File: src/rtl/imem_loader_if.sv
// Loader bus: session control, byte-stream handshake and instruction-memory write port.
// master = stream source / session controller, slave = the loader.
interface imem_loader_if #(parameter int ADDR_W = 10);
    logic              start;
    logic              rx_valid;
    logic [7:0]        rx_data;
    logic              rx_ready;
    logic              we;
    logic [ADDR_W-1:0] waddr;
    logic [31:0]       wdata;
    logic              busy;
    logic              done;
    logic              err;

    modport master (output start, rx_valid, rx_data,
                    input  rx_ready, we, waddr, wdata, busy, done, err);
    modport slave  (input  start, rx_valid, rx_data,
                    output rx_ready, we, waddr, wdata, busy, done, err);
endinterface

File: src/rtl/imem_loader.sv
// Byte-stream instruction-memory loader: 4-byte LE word count, then N LE words.
// Define IMEM_LOADER_CSUM_EN to require a trailing 4-byte LE sum-of-words checksum.
module imem_loader #(
    parameter int ADDR_W = 10
) (
    input  logic         clk,
    input  logic         rst_n,
    imem_loader_if.slave bus
);
`ifdef IMEM_LOADER_CSUM_EN
    typedef enum logic [2:0] {IDLE, LEN, DATA, CHK, FIN} state_t;
`else
    typedef enum logic [2:0] {IDLE, LEN, DATA, FIN} state_t;
`endif

    localparam logic [32:0] DEPTH = 33'(1) << ADDR_W;

    state_t            state_q, state_d;
    logic [1:0]        byte_cnt_q, byte_cnt_d;
    logic [31:0]       asm_q, asm_d;
    logic [ADDR_W-1:0] idx_q, idx_d;
    logic [ADDR_W-1:0] last_q, last_d;
    logic              we_q, we_d;
    logic [ADDR_W-1:0] waddr_q, waddr_d;
    logic [31:0]       wdata_q, wdata_d;
    logic              done_q, done_d;
    logic              err_q, err_d;
`ifdef IMEM_LOADER_CSUM_EN
    logic [31:0]       csum_q, csum_d;
`endif

    logic        active;
    logic        xfer;
    logic [31:0] word;

    always_comb begin
        active = (state_q == LEN) || (state_q == DATA);
`ifdef IMEM_LOADER_CSUM_EN
        active = active || (state_q == CHK);
`endif
    end

    assign xfer = bus.rx_valid && active;
    // Bytes shift in from the top so the first byte lands in [7:0] after four.
    assign word = {bus.rx_data, asm_q[31:8]};

    always_comb begin
        state_d    = state_q;
        byte_cnt_d = byte_cnt_q;
        asm_d      = asm_q;
        idx_d      = idx_q;
        last_d     = last_q;
        we_d       = 1'b0;
        waddr_d    = waddr_q;
        wdata_d    = wdata_q;
        done_d     = done_q;
        err_d      = err_q;
`ifdef IMEM_LOADER_CSUM_EN
        csum_d     = csum_q;
`endif
        if (xfer) begin
            asm_d      = word;
            byte_cnt_d = byte_cnt_q + 2'd1;
        end
        case (state_q)
            IDLE: if (bus.start) begin
                state_d    = LEN;
                done_d     = 1'b0;
                err_d      = 1'b0;
                idx_d      = '0;
                byte_cnt_d = '0;
                waddr_d    = '0;
`ifdef IMEM_LOADER_CSUM_EN
                csum_d     = '0;
`endif
            end
            LEN: if (xfer && byte_cnt_q == 2'd3) begin
                if (word == 32'd0) begin
                    state_d = FIN;
                    done_d  = 1'b1;
                end else if ({1'b0, word} > DEPTH) begin
                    state_d = FIN;
                    done_d  = 1'b1;
                    err_d   = 1'b1;
                end else begin
                    state_d = DATA;
                    last_d  = word[ADDR_W-1:0] - ADDR_W'(1);
                end
            end
            DATA: if (xfer && byte_cnt_q == 2'd3) begin
                // Write lands the following cycle; the next word may already be streaming.
                we_d    = 1'b1;
                wdata_d = word;
                waddr_d = idx_q;
                idx_d   = idx_q + ADDR_W'(1);
`ifdef IMEM_LOADER_CSUM_EN
                csum_d  = csum_q + word;
`endif
                if (idx_q == last_q) begin
`ifdef IMEM_LOADER_CSUM_EN
                    state_d = CHK;
`else
                    state_d = FIN;
                    done_d  = 1'b1;
`endif
                end
            end
`ifdef IMEM_LOADER_CSUM_EN
            CHK: if (xfer && byte_cnt_q == 2'd3) begin
                state_d = FIN;
                done_d  = 1'b1;
                err_d   = (word != csum_q);
            end
`endif
            FIN:     state_d = IDLE;
            default: state_d = IDLE;
        endcase
    end

    always_ff @(posedge clk or negedge rst_n) begin
        if (!rst_n) begin
            state_q    <= IDLE;
            byte_cnt_q <= '0;
            asm_q      <= '0;
            idx_q      <= '0;
            last_q     <= '0;
            we_q       <= 1'b0;
            waddr_q    <= '0;
            wdata_q    <= '0;
            done_q     <= 1'b0;
            err_q      <= 1'b0;
`ifdef IMEM_LOADER_CSUM_EN
            csum_q     <= '0;
`endif
        end else begin
            state_q    <= state_d;
            byte_cnt_q <= byte_cnt_d;
            asm_q      <= asm_d;
            idx_q      <= idx_d;
            last_q     <= last_d;
            we_q       <= we_d;
            waddr_q    <= waddr_d;
            wdata_q    <= wdata_d;
            done_q     <= done_d;
            err_q      <= err_d;
`ifdef IMEM_LOADER_CSUM_EN
            csum_q     <= csum_d;
`endif
        end
    end

    assign bus.rx_ready = active;
    assign bus.busy     = active;
    assign bus.we       = we_q;
    assign bus.waddr    = waddr_q;
    assign bus.wdata    = wdata_q;
    assign bus.done     = done_q;
    assign bus.err      = err_q;
endmodule
File: src/flat_wrapper.sv
// flat-port wrapper written by rule: the top's interface ports become plain ports
module imem_loader_flat 
#(
    parameter int ADDR_W = 10
)
  (clk, rst_n, bus_start, bus_rx_valid, bus_rx_data, bus_rx_ready, bus_we, bus_waddr, bus_wdata, bus_busy, bus_done, bus_err);
  imem_loader_if #(.ADDR_W(ADDR_W)) bus_i ();
  input  logic clk;
  input  logic rst_n;
  input wire logic [$bits(bus_i.start)-1:0] bus_start;
  input wire logic [$bits(bus_i.rx_valid)-1:0] bus_rx_valid;
  input wire logic [$bits(bus_i.rx_data)-1:0] bus_rx_data;
  output wire logic [$bits(bus_i.rx_ready)-1:0] bus_rx_ready;
  output wire logic [$bits(bus_i.we)-1:0] bus_we;
  output wire logic [$bits(bus_i.waddr)-1:0] bus_waddr;
  output wire logic [$bits(bus_i.wdata)-1:0] bus_wdata;
  output wire logic [$bits(bus_i.busy)-1:0] bus_busy;
  output wire logic [$bits(bus_i.done)-1:0] bus_done;
  output wire logic [$bits(bus_i.err)-1:0] bus_err;
  assign bus_i.start = bus_start;
  assign bus_i.rx_valid = bus_rx_valid;
  assign bus_i.rx_data = bus_rx_data;
  assign bus_rx_ready = bus_i.rx_ready;
  assign bus_we = bus_i.we;
  assign bus_waddr = bus_i.waddr;
  assign bus_wdata = bus_i.wdata;
  assign bus_busy = bus_i.busy;
  assign bus_done = bus_i.done;
  assign bus_err = bus_i.err;
  imem_loader #(.ADDR_W(ADDR_W)) u_core (.clk(clk), .rst_n(rst_n), .bus(bus_i));
endmodule
File: config.mk
export PLATFORM = sky130hd
export DESIGN_NAME = imem_loader_flat
export DESIGN_NICKNAME = d
export VERILOG_FILES = /design/src/rtl/imem_loader_if.sv /design/src/rtl/imem_loader.sv /design/src/flat_wrapper.sv
export SDC_FILE = /design/constraint.sdc
export NUM_CORES = 1
export LEC_CHECK = 0
export BUFFER_PORTS_ARGS = -buffer_cell sky130_fd_sc_hd__clkbuf_2
export CORE_MARGIN = 2
export CORE_UTILIZATION = 40
export CTS_CLUSTER_DIAMETER = 80
export DETAILED_ROUTE_END_ITERATION = 10
export GPL_ROUTABILITY_DRIVEN = 0
export GPL_TIMING_DRIVEN = 0
export RECOVER_POWER = 100
export SLEW_MARGIN = 20
export SYNTH_ARGS = -nofsm -noshare
export SYNTH_HDL_FRONTEND = slang
export SYNTH_SLANG_ARGS = --single-unit
File: constraint.sdc
create_clock -name clk -period 1.96 [get_ports clk]
set_input_delay 0.196 -clock clk [delete_from_list [all_inputs] [get_ports clk]]
set_output_delay 0.196 -clock clk [all_outputs]
set_load 0.03 [all_outputs]
==> run summary <==
outcome: finished, violations left
failing checks: setup timing
internal power: 4.27 mW
LEAKAGE: 2.44 nW
row cnt: 36
routed len/inst: 14.3 microns
CP Capture Type: flip-flop
Avg Cell Area, Syn: 11.2 sq um
Die X: 105 microns
die area: 11100 sq um
final wirelength: 8320 microns
hpwl dp: 5850 microns
ANT nets after route: 0
I/O pin cnt: 59
RR Startpoint: u_core.asm_q[14]
total number of vias: 2829
Setup Skew: 0.0170 ns
switching power share of the total: 41.0%
clk_lat worst skew: 0.36 ns
Ys Warns: 0
Max Clk Rate: 451 MHz
worst-margin pin slew: 1.26 ns
crit path launch type: flip-flop
Fin. Hold Viols: 0
Cells after Synth: 367
Arr. time, crit path: 2.45 ns
Slew headroom: 16.1%
fraction of registers with async set/reset: 100%
share of layout cells above drive strength 1: 20.9%
Commonest cells post-synth: nand2_1, dfrtp_1, mux2_2, xor2_1, nor2_1
MaxCap Viol Count: 0
GRT busiest layer: met2
Synth area leaders: dfrtp_1, nand2_1, mux2_2, xor2_1, mux2_4
dominant cell type by area after synthesis: dfrtp_1
met3 Use GR: 4.39%
Final Net Count: 465
CP max FO: 3
Power Total: 7.24 mW
dpl ws: -0.301 ns
TritonCTS buffer count: 9
I/O Buffers: 58
hold_sp: bus_rx_data[5]
PwrDens: 1480 nW/um^2
synth unique cells: 35
total global-route track usage: 15.6%
CP Launch Point: u_core.asm_q[14]
remaining global-route overflow: 0
net load switching power: 2.96 mW
Antenna diodes: 0
DRC: 0
Combinational Power Share: 39.7%
pin count of the biggest net entering global routing: 94
fin crit share: 113%
area grow syn2layout: 19.0%
Tightest Hold Check Type: in -> reg
Die Y: 105 microns
Starting DRT DRC Count: 63
Final setup viols: 12
register area share after synthesis: 56.8%
clk slew on worst S/H paths: 0.10 ns
Reg power frac: 41.9%
core area: 9860 sq um
clock sink count: 93
vias in the first global route: 2849
final setup margin: -0.255 ns
RSZ-0062 raised after global routing: yes
Post-synth EDFFs: 0
VDD IR max: 0.809 mV
first-pass GRT wire length: 13800 microns
clock root cell: clkbuf_8
max-slew violations: 0
H-tree depth: 3
Setup Crit Path Kind: reg -> reg
cell with the most instances after synthesis: nand2_1
GR Util met2: 25.8%
TritonCTS clock tree: done
M1 GR Usage: 20.7%
Starting Density: 41.6%
CP required: 2.20 ns
Top FF cell, synth: dfrtp_1
post-synth top area share: 56.8%
Initial DRT Pass Iterations: 4
fin crit period: 2.22 ns
clock power share: 18.4%
maximum clock path buffer count: 2
Syn Nets: 387
post-synthesis cell area: 4100 sq um
number of vias per cell: 4.85
initial antenna violation count: 0
post-synthesis register bit count: 93
[layer usage]
| layer | wire length (microns) | vias to the layer above | share of wire, % |
|---|---|---|---|
| met3 | 307 | 7 | 3.7 |
| met5 | 0 | - | 0 |
| met1 | 3840 | 1385 | 46 |
| met4 | 48 | 0 | 0.58 |
| li1 | - | 1389 | - |
| met2 | 4120 | 48 | 50 |
[state kept, by name, summed over array words and instances, names as in the netlist]
| name | cells |
|---|---|
| u_core.bus.wdata | 32 |
| u_core.asm_q | 24 |
| u_core.bus.waddr | 10 |
| u_core.idx_q | 10 |
| u_core.last_q | 10 |
| u_core.byte_cnt_q | 2 |
| u_core.state_q | 2 |
| u_core.bus.done | 1 |
| u_core.bus.err | 1 |
| u_core.bus.we | 1 |
[critical path: stages (launching register included)]
cell and delay (ns):
dfrtp_2 0.42, or4_4 0.59, nor4_4 0.28, nor4b_4 0.09, buf_4 0.15, a211oi_2 0.25
mux2_4 0.32
[power groups by stage]
stage | clock network, mW | logic [mW] | registers [mW]
6_report | 1.33 | 2.87 | 3.03
5_1_grt | 1.46 | 3.14 | 3.12
4_1_cts | 1.38 | 3.01 | 3.05
3_5_place_dp | 0 | 2.81 | 3.11
3_3_place_gp | 0 | 2.75 | 3.09
2_1_floorplan | 0 | 1.62 | 3.49
[logic make-up (layout without fill, tap and decap cells)]
logic type	after synthesis	count (layout)	share of synthesized area [%]
compound gates	26	26	5.22
mux	40	40	11.7
flops	93	93	56.8
simple gates	151	151	16.0
buf+inv	23	106	2.38
xor+xnor	26	26	5.55
fa+ha+maj	8	8	2.44
[cell usage in the layout, fill, tap and decap left out, types with 2 or more instances in the layout]
| master | netlist | routed |
|---|---|---|
| mux2_2 | 27 | 26 |
| dfrtp_1 | 93 | 91 |
| mux2_4 | 9 | 10 |
| o21ai_0 | 3 | 3 |
| nor2_1 | 17 | 17 |
| clkbuf_8 | 0 | 10 |
| nand3_1 | 5 | 4 |
| ha_1 | 8 | 7 |
| clkbuf_2 | 0 | 19 |
| and2_1 | 2 | 2 |
| clkinv_2 | 0 | 2 |
| nand4_1 | 5 | 5 |
| buf_4 | 1 | 7 |
| a21oi_1 | 4 | 4 |
| nor4_1 | 9 | 8 |
| dfrtp_2 | 0 | 2 |
| xor2_1 | 22 | 22 |
| nor3_1 | 3 | 3 |
| nand2b_1 | 3 | 3 |
| nand2_1 | 101 | 101 |
| buf_6 | 1 | 3 |
| xnor2_1 | 4 | 4 |
| a22o_1 | 12 | 12 |
| inv_1 | 9 | 9 |
| clkbuf_1 | 10 | 50 |
| mux2i_1 | 4 | 4 |
| inv_6 | 0 | 2 |
[stage by stage]
stage	instance area [sq um]	hold slack, ns	utilization (%)	instances	setup TNS (ns)
global route	4880	0.0423	49.5	583	-5.40
finish	4880	0.0549	49.5	583	-2.47
floorplan	4160	-0.0996	-	367	-1.02
CTS	4950	0.0384	50.2	583	-2.47
detailed placement	4630	0.317	46.9	558	-15.90
global placement	4620	0.431	46.8	558	-49.38
[timing repair]
action                     4_1_cts  5_1_grt
resized for setup               16        8
setup buffers                    8        1
pin swaps                        3        1
setup endpoints to repair       79       57
hold endpoints to repair        93        0
hold buffers                     1        0
gates cloned                     1        0
[area by class of cell]
class | count | area (sq um)
sequential | 93 | 2330
fill | 947 | 4980
clock inverter | 6 | 68.8
buffer | 12 | 67.6
inverter | 9 | 33.8
multi-input combinational | 251 | 1760
timing repair buffer | 69 | 319
tap | 133 | 166
clock buffer | 10 | 138
[final timing paths]
kind | endpoint | slack, ns | cells after the start
min in group asynchronous | u_core.bus.waddr[9] | 0.67 | 2
min | u_core.bus.wdata[29] | 0.05 | 3
max | u_core.bus.done | -0.26 | 6
max reg2reg | u_core.bus.done | -0.26 | 6
min reg2reg | u_core.bus.wdata[7] | 0.49 | 2
max in group asynchronous | u_core.asm_q[16] | 0.40 | 2
No activity file was read; power rests on OpenSTA's default activity.
